## src/rtl/alu_pkg.sv

```systemverilog
// Shared opcode and FSM state encodings for the accumulator command sequencer.
package alu_pkg;

    localparam logic [1:0] OP_ADD  = 2'b00;
    localparam logic [1:0] OP_ADD1 = 2'b01;
    localparam logic [1:0] OP_AND  = 2'b10;
    localparam logic [1:0] OP_XOR  = 2'b11;

    localparam logic [1:0] ST_IDLE = 2'd0;
    localparam logic [1:0] ST_EXEC = 2'd1;
    localparam logic [1:0] ST_DONE = 2'd2;

endpackage

```

## src/rtl/alu_core.sv

```systemverilog
// Combinational ALU: f = op(a, b), cout = carry of the (WIDTH+1)-bit sum for add ops.
// Latency: 0 cycles.
// Backpressure: none, pure datapath.
module alu_core
    import alu_pkg::*;
#(
    parameter int WIDTH = 4
) (
    input  logic [WIDTH-1:0] a,
    input  logic [WIDTH-1:0] b,
    input  logic [1:0]       op,
    output logic [WIDTH-1:0] f,
    output logic             cout
);

    logic [WIDTH:0] sum;

    always_comb begin
        sum  = {1'b0, a} + {1'b0, b} + {{WIDTH{1'b0}}, (op == OP_ADD1)};
        f    = sum[WIDTH-1:0];
        cout = sum[WIDTH];
        case (op)
            OP_AND: begin
                f    = a & b;
                cout = 1'b0;
            end
            OP_XOR: begin
                f    = a ^ b;
                cout = 1'b0;
            end
            default: ;
        endcase
    end

endmodule

```

## src/rtl/alu_cmd_seq.sv

```systemverilog
// Accepts a command, applies it to the accumulator rep+1 times (load: once), presents the result.
// Latency: handshake at edge T, iterations at T+1..T+rep+1, res_valid the cycle after.
// Backpressure: result held until res_ready; no new command accepted until then.
module alu_cmd_seq
    import alu_pkg::*;
#(
    parameter int WIDTH = 4,
    parameter int REP_W = 3
) (
    input  logic             clk,
    input  logic             rst,
    input  logic             cmd_valid,
    output logic             cmd_ready,
    input  logic [1:0]       cmd_op,
    input  logic             cmd_load,
    input  logic [WIDTH-1:0] cmd_b,
    input  logic [REP_W-1:0] cmd_rep,
    output logic             res_valid,
    input  logic             res_ready,
    output logic [WIDTH-1:0] res_acc,
    output logic             res_carry,
    output logic             busy
);

    logic [1:0]       state_q, state_d;
    logic [WIDTH-1:0] acc_q, acc_d;
    logic             carry_q, carry_d;
    logic [REP_W-1:0] cnt_q, cnt_d;
    logic [1:0]       op_q, op_d;
    logic             load_q, load_d;
    logic [WIDTH-1:0] b_q, b_d;

    logic [WIDTH-1:0] alu_f;
    logic             alu_cout;

    alu_core #(.WIDTH(WIDTH)) u_alu_core (
        .a    (acc_q),
        .b    (b_q),
        .op   (op_q),
        .f    (alu_f),
        .cout (alu_cout)
    );

    assign cmd_ready = (state_q == ST_IDLE);
    assign res_valid = (state_q == ST_DONE);
    assign busy      = (state_q != ST_IDLE);
    assign res_acc   = acc_q;
    assign res_carry = carry_q;

    always_comb begin
        state_d = state_q;
        acc_d   = acc_q;
        carry_d = carry_q;
        cnt_d   = cnt_q;
        op_d    = op_q;
        load_d  = load_q;
        b_d     = b_q;
        case (state_q)
            ST_IDLE: begin
                if (cmd_valid) begin
                    op_d    = cmd_op;
                    load_d  = cmd_load;
                    b_d     = cmd_b;
                    // A load is a single iteration whatever rep says.
                    cnt_d   = cmd_load ? '0 : cmd_rep;
                    state_d = ST_EXEC;
                end
            end
            ST_EXEC: begin
                acc_d   = load_q ? b_q : alu_f;
                carry_d = load_q ? 1'b0 : alu_cout;
                if (cnt_q == '0) begin
                    state_d = ST_DONE;
                end else begin
                    cnt_d = cnt_q - 1'b1;
                end
            end
            ST_DONE: begin
                if (res_ready) begin
                    state_d = ST_IDLE;
                end
            end
            default: state_d = ST_IDLE;
        endcase
    end

    always_ff @(posedge clk) begin
        if (rst) begin
            state_q <= ST_IDLE;
            acc_q   <= '0;
            carry_q <= 1'b0;
            cnt_q   <= '0;
            op_q    <= OP_ADD;
            load_q  <= 1'b0;
            b_q     <= '0;
        end else begin
            state_q <= state_d;
            acc_q   <= acc_d;
            carry_q <= carry_d;
            cnt_q   <= cnt_d;
            op_q    <= op_d;
            load_q  <= load_d;
            b_q     <= b_d;
        end
    end

endmodule

```

## config.mk

```make
export PLATFORM = sky130hd
export DESIGN_NAME = alu_cmd_seq
export DESIGN_NICKNAME = d
export VERILOG_FILES = /design/src/rtl/alu_pkg.sv /design/src/rtl/alu_core.sv /design/src/rtl/alu_cmd_seq.sv
export SDC_FILE = /design/constraint.sdc
export NUM_CORES = 1
export LEC_CHECK = 0
export CAP_MARGIN = 20
export CORE_MARGIN = 3
export CORE_UTILIZATION = 49
export DETAILED_ROUTE_END_ITERATION = 16
export PLACE_DENSITY = 0.89
export SYNTH_ARGS = -nofsm -noshare
export SYNTH_HDL_FRONTEND = slang
export SYNTH_SLANG_ARGS = --single-unit
```

## constraint.sdc

```tcl
create_clock -name clk -period 2.7 [get_ports clk]
set_clock_uncertainty 0.1 [all_clocks]
set_input_delay 0.54 -clock clk [delete_from_list [all_inputs] [get_ports clk]]
set_output_delay 0.54 -clock clk [all_outputs]
set_load 0.05 [all_outputs]
```

==> results.sh, run 1 <==
export IMPL_run_status="completed"
export IMPL_synth_distinct_cells=35
export IMPL_timing_critical_path_required_ps=2060
export IMPL_yosys_area_top_type="sky130_fd_sc_hd__dfxtp_1"
export IMPL_mostFrequentLayoutCell="sky130_fd_sc_hd__clkdlybuf4s50_1"
export IMPL_grt_pass1_vias=875
export IMPL_synth_seq_cells=17
export IMPL_post_dp_hpwl_mm=1.57
export IMPL_overall_die_height_um=51
export IMPL_ctsLongestPathBuffers=2
export IMPL_path_max_fanout=6
export IMPL_numCtsBuffers=3
export IMPL_postRouteAntennaNets=0
export IMPL_fillers=149
export IMPL_grt_start_max_net_pins=18
export IMPL_worstSetupEndpointType="primary output"
export IMPL_finalCritPeriodShare_pct=91.0
export IMPL_finalPower_uw=715
export IMPL_final_critical_path_setup_slack_ps=244
export IMPL_clock_latency_ps=290
export IMPL_cts_htree_levels=1
export IMPL_actual_slew_at_the_worst_max_slew_pin_ps=497
export IMPL_fin_area_um2=1250
export IMPL_clk_pin_slew_worst_paths_ps=100
export IMPL_synth_sequential_area_ratio_pct=34.3
export IMPL_ctsResizeCount=0
export IMPL_synth_edf_count=0
export IMPL_power_density_nw_per_um2=572
export IMPL_portBuffers=21
export IMPL_postCtsHoldBufs=0
export IMPL_finalHoldViolations=0
export IMPL_ys_warnings_count=0
export IMPL_unrepaired_setup_endpoints_after_global_routing="no"
export IMPL_clock_sinks=17
export IMPL_drc_errors=0
export IMPL_placed_cells=154
export IMPL_fin_hold_ws_ps=373
export IMPL_track_usage_pct=18.8
export IMPL_dpl_instance_area_um2=1220
export IMPL_dp_worst_setup_slack_ps=476
export IMPL_report_final_slew_viol_count=0
export IMPL_grt_remaining_overflow=0
export IMPL_vias=865
export IMPL_ios=22
export IMPL_final_instance_count_excl_fill=158
export IMPL_syn_inst=112
export IMPL_tritoncts="built"
export IMPL_fin_util_pct=68.7
export IMPL_timing_slew_headroom_pct=66.8
export IMPL_highest_achievable_clock_rate_mhz=407
export IMPL_leakage_dissipation_nw=0.514
export IMPL_cts_post_setup_buffers_inserted=0
export IMPL_core_rowCount=15
export IMPL_yosys_top_cells_area="sky130_fd_sc_hd__dfxtp_1 (34%), sky130_fd_sc_hd__mux2i_1 (10%), sky130_fd_sc_hd__ha_1 (7.6%)"
export IMPL_floorplan_initialDensity_pct=54.5
export IMPL_avgSynthCellArea_um2=8.86
export IMPL_min_delay_path_class="flop to flop"
export IMPL_syn_area_um2=992
export IMPL_layout_min_cycle_time_ps=2460
export IMPL_finish_net_count=156
export IMPL_insertedDiodeCount=0
export IMPL_syn_num_nets=134
export IMPL_die_width_um=51
export IMPL_most_common_layout_cells="sky130_fd_sc_hd__clkdlybuf4s50_1 (21), sky130_fd_sc_hd__dfxtp_1 (17), sky130_fd_sc_hd__nor2_1 (16)"
export IMPL_drtIter0Drc=16
export IMPL_post_synth_top_area_fraction_pct=34.3
export IMPL_setup_viol=0
export IMPL_die_area_um2=2600
export IMPL_detail_route_first_pass_iterations=4
export IMPL_grt_antenna_before_repair=0
export IMPL_core_area_um2=1820
export IMPL_area_growth_syn_to_layout_pct=26.0
export IMPL_setup_worst_path_start_class="flop"
export IMPL_drive_gt1_share_pct=9.02
export IMPL_cp_arrival_ps=1820
export IMPL_route_detailed_wl_per_inst_um=13.3
export IMPL_gp_congestion=0.901
export IMPL_max_vdd_ir_drop_mv=0.384
export IMPL_total_negative_slack_ps=0
export IMPL_grt_pass1_wl_mm=3.69
export IMPL_post_drt_via_cell_ratio=5.47
export IMPL_postSynth_topFlopCell="sky130_fd_sc_hd__dfxtp_1"
export IMPL_synthArstFlopShare_pct=0
export IMPL_clock_root_buffer="sky130_fd_sc_hd__clkbuf_4"
export IMPL_finalWirelength_mm=2.10
export IMPL_setup_worst_path_class="flop to primary output"
export IMPL_cap_viol_max_count=0
synth_stat cells, types with 2 or more instances:
cell type	instances
sky130_fd_sc_hd__inv_1	9
sky130_fd_sc_hd__clkbuf_1	3
sky130_fd_sc_hd__nor2b_1	3
sky130_fd_sc_hd__buf_2	3
sky130_fd_sc_hd__a211oi_1	2
sky130_fd_sc_hd__nor2_1	16
sky130_fd_sc_hd__nand2_1	2
sky130_fd_sc_hd__nand2b_1	3
sky130_fd_sc_hd__dfxtp_1	17
sky130_fd_sc_hd__nor3_1	6
sky130_fd_sc_hd__mux2i_1	10
sky130_fd_sc_hd__fa_1	2
sky130_fd_sc_hd__a21oi_1	6
sky130_fd_sc_hd__o21ai_0	2
sky130_fd_sc_hd__ha_1	6
sky130_fd_sc_hd__o211a_1	2
sky130_fd_sc_hd__nand3b_1	2
layout make-up:
class | count | area (µm²) | share of cell area [%]
Timing Repair Buffer | 23 | 225 | 18.0
Sequential cell | 17 | 340 | 27.2
Inverter | 9 | 33.8 | 2.70
Clock inverter | 1 | 5.00 | 0.400
Tap cell | 25 | 31.3 | 2.50
Multi-Input combinational cell | 80 | 592 | 47.3
Clock buffer | 3 | 22.5 | 1.80
worst max-delay path, cell delays in order, from the launching register on:
cell and delay [ps]:
sky130_fd_sc_hd__dfxtp_1 370, sky130_fd_sc_hd__or2_2 320, sky130_fd_sc_hd__inv_1 50, sky130_fd_sc_hd__clkdlybuf4s50_1 790
worst paths after layout:
kind,start,to,slack [ps],cells after the start
hold / removal,res_carry$_SDFFE_PP0P_,res_carry$_SDFFE_PP0P_,370,2
setup reg to reg,op_q[1]$_SDFFE_PP0P_,res_acc[1]$_SDFFE_PP0P_,460,7
setup / recovery,state_q[1]$_SDFFE_PP0P_,cmd_ready,240,3
hold reg to reg,res_carry$_SDFFE_PP0P_,res_carry$_SDFFE_PP0P_,370,2
cell families (layout without fill, tap and decap cells):
group | count (synthesis) | after routing | share of synthesized area, %
buffers and inverters | 15 | 36 | 6.05
AND/OR/NAND/NOR | 40 | 40 | 21.4
adder cells (fa/ha/maj) | 8 | 8 | 11.6
flip-flops | 17 | 17 | 34.3
XOR/XNOR | 1 | 1 | 0.883
multiplexers | 11 | 11 | 11.2
AO/OA/AOI/OAI | 20 | 20 | 14.5
state kept, by name (all words and copies together), names as in the netlist:
signal / count
b_q: 4
res_acc: 4
cnt_q: 3
op_q: 2
state_q: 2
load_q: 1
res_carry: 1
power breakdown:
part           internal, mW  total, mW  switching [mW]  leakage [nW]
clock                0.0552      0.137          0.0820        0.0177
sequential            0.278      0.308          0.0302         0.140
combinational         0.122      0.270           0.148         0.357
layer usage:
layer / GRT usage (%) / up-vias / share of wire, %
li1: - / 432 / -
met1: 21.9 / 408 / 44
met2: 30.0 / 19 / 49
met3: 6.71 / 6 / 5.0
met4: 9.42 / 0 / 1.7
met5: 0 / - / 0
Note: power is estimated with default switching activity, not from simulation.
==> run 2: changes to the inputs <==
CORE_UTILIZATION = 52   (was 49)
PLACE_DENSITY = 0.93   (was 0.89)
SKIP_CTS_REPAIR_TIMING = 1   (was default)
clock period = 3 ns   (was 2.7 ns; I/O delays follow)
==> run 2 against run 1 <==
Against the previous run: non-clock buffer count did not move; clock power fell by 10%; core utilization rose by 2.1 points; total power fell by 9.6%; sequential share of layout area barely moved; die area fell by 5.1%; critical path depth did not move; largest cell class unchanged; count of clock-buffer cells in the layout rose by 1; routed wire length rose by 2.4%; first-iteration DRC count fell by 6.3%; combinational power fell by 8.9%; largest power group unchanged.
==> results.sh, run 2 (synthesis results as in run 1) <==
export IMPL_report_final_slew_viol_count=0
export IMPL_worstPathCellList="or2_2 > inv_1 > clkdlybuf4s50_1"
export IMPL_finalPower_uw=646
export IMPL_setup_worst_path_class="flop to primary output"
export IMPL_power_density_nw_per_um2=518
export IMPL_clock_sinks=17
export IMPL_total_negative_slack_ps=0
export IMPL_finalCritPeriodShare_pct=83.3
export IMPL_die_area_um2=2470
export IMPL_min_delay_path_class="flop to flop"
export IMPL_layout_min_cycle_time_ps=2500
export IMPL_worstSetupEndpointType="primary output"
export IMPL_grt_antenna_before_repair=0
export IMPL_track_usage_pct=18.7
export IMPL_insertedDiodeCount=0
export IMPL_cap_viol_max_count=0
export IMPL_highest_achievable_clock_rate_mhz=400
export IMPL_core_rowCount=15
export IMPL_post_drt_via_cell_ratio=5.58
export IMPL_leakage_dissipation_nw=0.512
export IMPL_drc_errors=0
export IMPL_floorplan_initialDensity_pct=56.2
export IMPL_die_width_um=49.7
export IMPL_core_area_um2=1760
export IMPL_detail_route_first_pass_iterations=4
export IMPL_clk_pin_slew_worst_paths_ps=100
export IMPL_timing_slew_headroom_pct=65.8
export IMPL_ios=22
export IMPL_cp_arrival_ps=1800
export IMPL_portBuffers=21
export IMPL_actual_slew_at_the_worst_max_slew_pin_ps=511
export IMPL_max_vdd_ir_drop_mv=0.336
export IMPL_grt_remaining_overflow=0
export IMPL_overall_die_height_um=49.7
export IMPL_fillers=151
export IMPL_clock_latency_ps=290
export IMPL_gp_congestion=0.756
export IMPL_fin_area_um2=1250
export IMPL_area_growth_syn_to_layout_pct=25.9
export IMPL_setup_worst_path_start_class="flop"
export IMPL_drtIter0Drc=15
export IMPL_timing_critical_path_slowest_stage_cell="sky130_fd_sc_hd__clkdlybuf4s50_1"
export IMPL_timing_critical_path_required_ps=2300
export IMPL_cts_htree_levels=1
export IMPL_grt_start_max_net_pins=19
export IMPL_placed_cells=154
export IMPL_finalHoldViolations=0
export IMPL_mostFrequentLayoutCell="sky130_fd_sc_hd__clkdlybuf4s50_1"
export IMPL_final_instance_count_excl_fill=158
export IMPL_finalWirelength_mm=2.15
export IMPL_grt_pass1_vias=843
export IMPL_vias=882
export IMPL_postRouteAntennaNets=0
export IMPL_most_common_layout_cells="sky130_fd_sc_hd__clkdlybuf4s50_1 (21), sky130_fd_sc_hd__dfxtp_1 (17), sky130_fd_sc_hd__nor2_1 (16)"
export IMPL_fin_util_pct=70.8
export IMPL_tritoncts="built"
export IMPL_setup_viol=0
export IMPL_finish_net_count=156
export IMPL_drive_gt1_share_pct=8.27
export IMPL_numCtsBuffers=3
export IMPL_path_max_fanout=6
export IMPL_critical_path_max_stage_delay_ps=780
export IMPL_route_detailed_wl_per_inst_um=13.6
export IMPL_post_dp_hpwl_mm=1.64
export IMPL_clock_root_buffer="sky130_fd_sc_hd__clkbuf_4"
export IMPL_dpl_instance_area_um2=1220
export IMPL_grt_pass1_wl_mm=3.66
export IMPL_run_status="completed"
export IMPL_unrepaired_setup_endpoints_after_global_routing="no"
export IMPL_ctsLongestPathBuffers=2
==> run 2: cell types whose count changed in the layout (fill, tap and decap cells not counted) <==
cell,previous run,this run
sky130_fd_sc_hd__clkbuf_1,0,1
sky130_fd_sc_hd__clkinv_2,1,0
==> run 2: area by class of cell <==
cell class	instances	area, µm²	share of cell area [%]
clock buffer	4	26.3	2.10
inverter	9	33.8	2.71
multi-input combinational	80	592	47.4
sequential	17	340	27.3
tap	25	31.3	2.51
timing repair buffer	23	225	18.0
==> run 2: power by group <==
part           leakage, nW  switching, mW  total (mW)  internal (mW)
sequential           0.140         0.0270       0.277          0.250
clock               0.0150         0.0716       0.123         0.0517
combinational        0.357          0.136       0.246          0.110
total                0.512          0.235       0.646          0.412
==> run 2: path summary, 6_finish.rpt <==
kind	from	to	slack [ps]	depth (start not counted)
worst min-delay path	res_carry$_SDFFE_PP0P_	res_carry$_SDFFE_PP0P_	370	2
worst max-delay path	state_q[1]$_SDFFE_PP0P_	cmd_ready	500	3
worst min register to register	res_carry$_SDFFE_PP0P_	res_carry$_SDFFE_PP0P_	370	2
worst max register to register	op_q[1]$_SDFFE_PP0P_	res_acc[1]$_SDFFE_PP0P_	770	7
==> run 2: layer usage <==
layer  global-route usage (%)  vias up  wire length (µm)
met3                     3.32        2                77
met1                     23.0      429               925
li1                         -      429                 -
met2                     32.8       22              1130
met5                        0        -                 0
met4                     5.53        0                15
==> run 2: worst max-delay path, delay by kind of cell, from the launching register on <==
family | cells | cell delay [ps]
flops | 1 | 360
buf+inv | 2 | 830
simple gates | 1 | 310
==> run 2: stage by stage <==
| stage | setup WS (ps) | hold slack (ps) |
|---|---|---|
| after floorplan | 790 | 372 |
| after global placement | 834 | 346 |
| after detailed placement | 793 | 355 |
| after CTS | 502 | 369 |
| after global routing | 426 | 395 |
| final | 502 | 368 |
==> run 3: changes to the inputs <==
CORE_UTILIZATION = 49   (was 52)
PLACE_DENSITY = 0.89   (was 0.93)
clock period = 2.6 ns   (was 3 ns; I/O delays follow)
==> run 3 against run 2 <==
Against the previous run: sequential share of layout area fell by 0.19 points; global-route usage up 1.2 points; critical path depth did not move; non-clock buffer count rose by 1; via count decreased by 1.2%; die area grew 5.4%; core utilization fell by 1.7 points; sequential power rose by 15%; critical path type unchanged; largest cell class unchanged; highest routed layer unchanged.
==> results.sh, run 3 (synthesis results as in run 1) <==
export IMPL_worstPathCellList="or2_2 > inv_1 > clkdlybuf4s50_1"
export IMPL_clock_latency_ps=290
export IMPL_sequentialPowerShare_pct=42.7
export IMPL_unrepaired_setup_endpoints_after_global_routing="no"
export IMPL_finalCritPeriodShare_pct=93.8
export IMPL_hold_crit_start="res_carry$_SDFFE_PP0P_"
export IMPL_power_frac_clock_pct=18.8
export IMPL_most_common_layout_cells="sky130_fd_sc_hd__clkdlybuf4s50_1 (21), sky130_fd_sc_hd__dfxtp_1 (17), sky130_fd_sc_hd__nor2_1 (16)"
export IMPL_ctsLongestPathBuffers=2
export IMPL_max_vdd_ir_drop_mv=0.545
export IMPL_vias=871
export IMPL_r2r_end="res_acc[1]$_SDFFE_PP0P_"
export IMPL_reg2reg_setup_slack_ps=350
export IMPL_route_top_layer_used="met4"
export IMPL_run_status="completed"
export IMPL_dpl_instance_area_um2=1230
export IMPL_mostFrequentLayoutCell="sky130_fd_sc_hd__clkdlybuf4s50_1"
export IMPL_area_growth_syn_to_layout_pct=26.7
export IMPL_clock_root_buffer="sky130_fd_sc_hd__clkbuf_4"
export IMPL_drc_errors=0
export IMPL_timing_critical_path_slowest_stage_cell="sky130_fd_sc_hd__clkdlybuf4s50_1"
export IMPL_power_frac_comb_pct=38.4
export IMPL_total_buffers_and_inverters_traversed_by_the_critical_path=2
export IMPL_clk_pin_slew_worst_paths_ps=100
export IMPL_die_area_um2=2600
export IMPL_finalHoldViolations=0
export IMPL_cp_arrival_ps=1820
export IMPL_hold_path_end="res_carry$_SDFFE_PP0P_"
export IMPL_highest_achievable_clock_rate_mhz=410
export IMPL_post_dp_hpwl_mm=1.65
export IMPL_drtIter0Drc=20
export IMPL_report_final_slew_viol_count=0
export IMPL_cp_startpoint="state_q[1]$_SDFFE_PP0P_"
export IMPL_critical_path_top_delay_family="buffers and inverters"
export IMPL_numCtsBuffers=3
export IMPL_leakage_dissipation_nw=0.520
export IMPL_track_usage_pct=19.9
export IMPL_timing_slew_headroom_pct=66.6
export IMPL_grt_start_max_net_pins=18
export IMPL_cap_viol_max_count=0
export IMPL_core_area_um2=1820
export IMPL_finish_net_count=157
export IMPL_internal_power_uw=474
export IMPL_path_max_fanout=6
export IMPL_tritoncts="built"
export IMPL_total_switching_power_uw=271
export IMPL_wire_length_on_met1_um=973
export IMPL_finalWirelength_mm=2.25
export IMPL_detail_route_first_pass_iterations=4
export IMPL_layout_min_cycle_time_ps=2440
export IMPL_setup_worst_path_start_class="flop"
export IMPL_total_negative_slack_ps=0
export IMPL_ff2ff_path_depth=7
export IMPL_postRouteAntennaNets=0
export IMPL_drive_gt1_share_pct=9.70
export IMPL_ios=22
export IMPL_setup_viol=0
export IMPL_grt_pass1_vias=910
export IMPL_worstSetupEndpointType="primary output"
export IMPL_floorplan_initialDensity_pct=54.5
export IMPL_met2_layer_wire_length_in_the_routed_design_mm=1.17
export IMPL_portBuffers=21
export IMPL_core_rowCount=15
export IMPL_min_delay_path_class="flop to flop"
export IMPL_timing_critical_path_required_ps=1980
export IMPL_post_drt_via_cell_ratio=5.48
export IMPL_fillers=168
export IMPL_clock_sinks=17
export IMPL_critical_path_reg2reg_startpoint="op_q[1]$_SDFFE_PP0P_"
export IMPL_power_switching_fraction_pct=36.4
export IMPL_grt_remaining_overflow=0
export IMPL_grt_antenna_before_repair=0
export IMPL_actual_slew_at_the_worst_max_slew_pin_ps=500
export IMPL_min_path_cells=2
export IMPL_route_met3_wl_um=88
export IMPL_die_width_um=51
export IMPL_grt_pass1_wl_mm=3.88
export IMPL_critical_path_max_stage_delay_ps=790
export IMPL_power_density_nw_per_um2=593
export IMPL_overall_die_height_um=51
export IMPL_gp_congestion=0.932
export IMPL_route_detailed_wl_per_inst_um=14.1
export IMPL_setup_worst_path_class="flop to primary output"
export IMPL_cts_htree_levels=1
export IMPL_fin_area_um2=1260
export IMPL_insertedDiodeCount=0
-- run 3: cell count changes in the layout (fill, tap and decap cells not counted) --
cell / change
sky130_fd_sc_hd__buf_4: +1
sky130_fd_sc_hd__clkinv_2: +1
sky130_fd_sc_hd__clkbuf_1: -1
-- run 3: cell type report --
type                            instances  area (µm²)  area share (%)
Sequential cell                        17         340            27.1
Tap cell                               25        31.3            2.49
Clock buffer                            3        22.5            1.79
Inverter                                9        33.8            2.69
Clock inverter                          1        5.00           0.398
Multi-Input combinational cell         80         592            47.1
Timing Repair Buffer                   24         233            18.5
-- run 3: power groups by stage --
stage | Clock [mW] | Sequential (mW) | Combinational (mW)
global placement | 0 | 0.321 | 0.276
floorplan | 0 | 0.346 | 0.175
global route | 0.159 | 0.324 | 0.313
CTS | 0.148 | 0.318 | 0.288
detailed placement | 0 | 0.324 | 0.284
finish | 0.140 | 0.319 | 0.287
-- run 3: worst max path at each step --
stage                                    endpoint  depth (start not counted)
after global placement    res_acc[1]$_SDFFE_PP0P_                          7
after global routing                    cmd_ready                          3
final                                   cmd_ready                          3
after detailed placement  res_acc[1]$_SDFFE_PP0P_                          7
after floorplan           res_acc[2]$_SDFFE_PP0P_                          7
after CTS                               cmd_ready                          3
-- run 3: worst reg2reg max path, stage by stage (launching register included) --
cell and delay (ps):
sky130_fd_sc_hd__dfxtp_1 470, sky130_fd_sc_hd__and2b_1 230, sky130_fd_sc_hd__fa_1 370, sky130_fd_sc_hd__inv_1 80, sky130_fd_sc_hd__fa_1 410, sky130_fd_sc_hd__a21oi_1 160, sky130_fd_sc_hd__o21ai_0 110, sky130_fd_sc_hd__a221oi_1 250
-- run 3: metal layers --
layer  vias up  global-route usage [%]
li1        436                       -
met1       419                    23.1
met2        14                    33.9
met3         2                    5.83
met4         0                    7.62
met5         -                       0
-- run 3: metrics by stage --
step | setup WS [ps] | hold slack (ps) | util (%) | cells | power [mW]
after floorplan | 390 | 372 | - | 112 | 0.520
after global placement | 482 | 343 | 67.6 | 155 | 0.597
after detailed placement | 408 | 361 | 67.6 | 155 | 0.608
after CTS | 148 | 376 | 69.1 | 159 | 0.753
after global routing | 79.4 | 406 | 69.1 | 159 | 0.796
final | 161 | 372 | 69.1 | 159 | 0.745
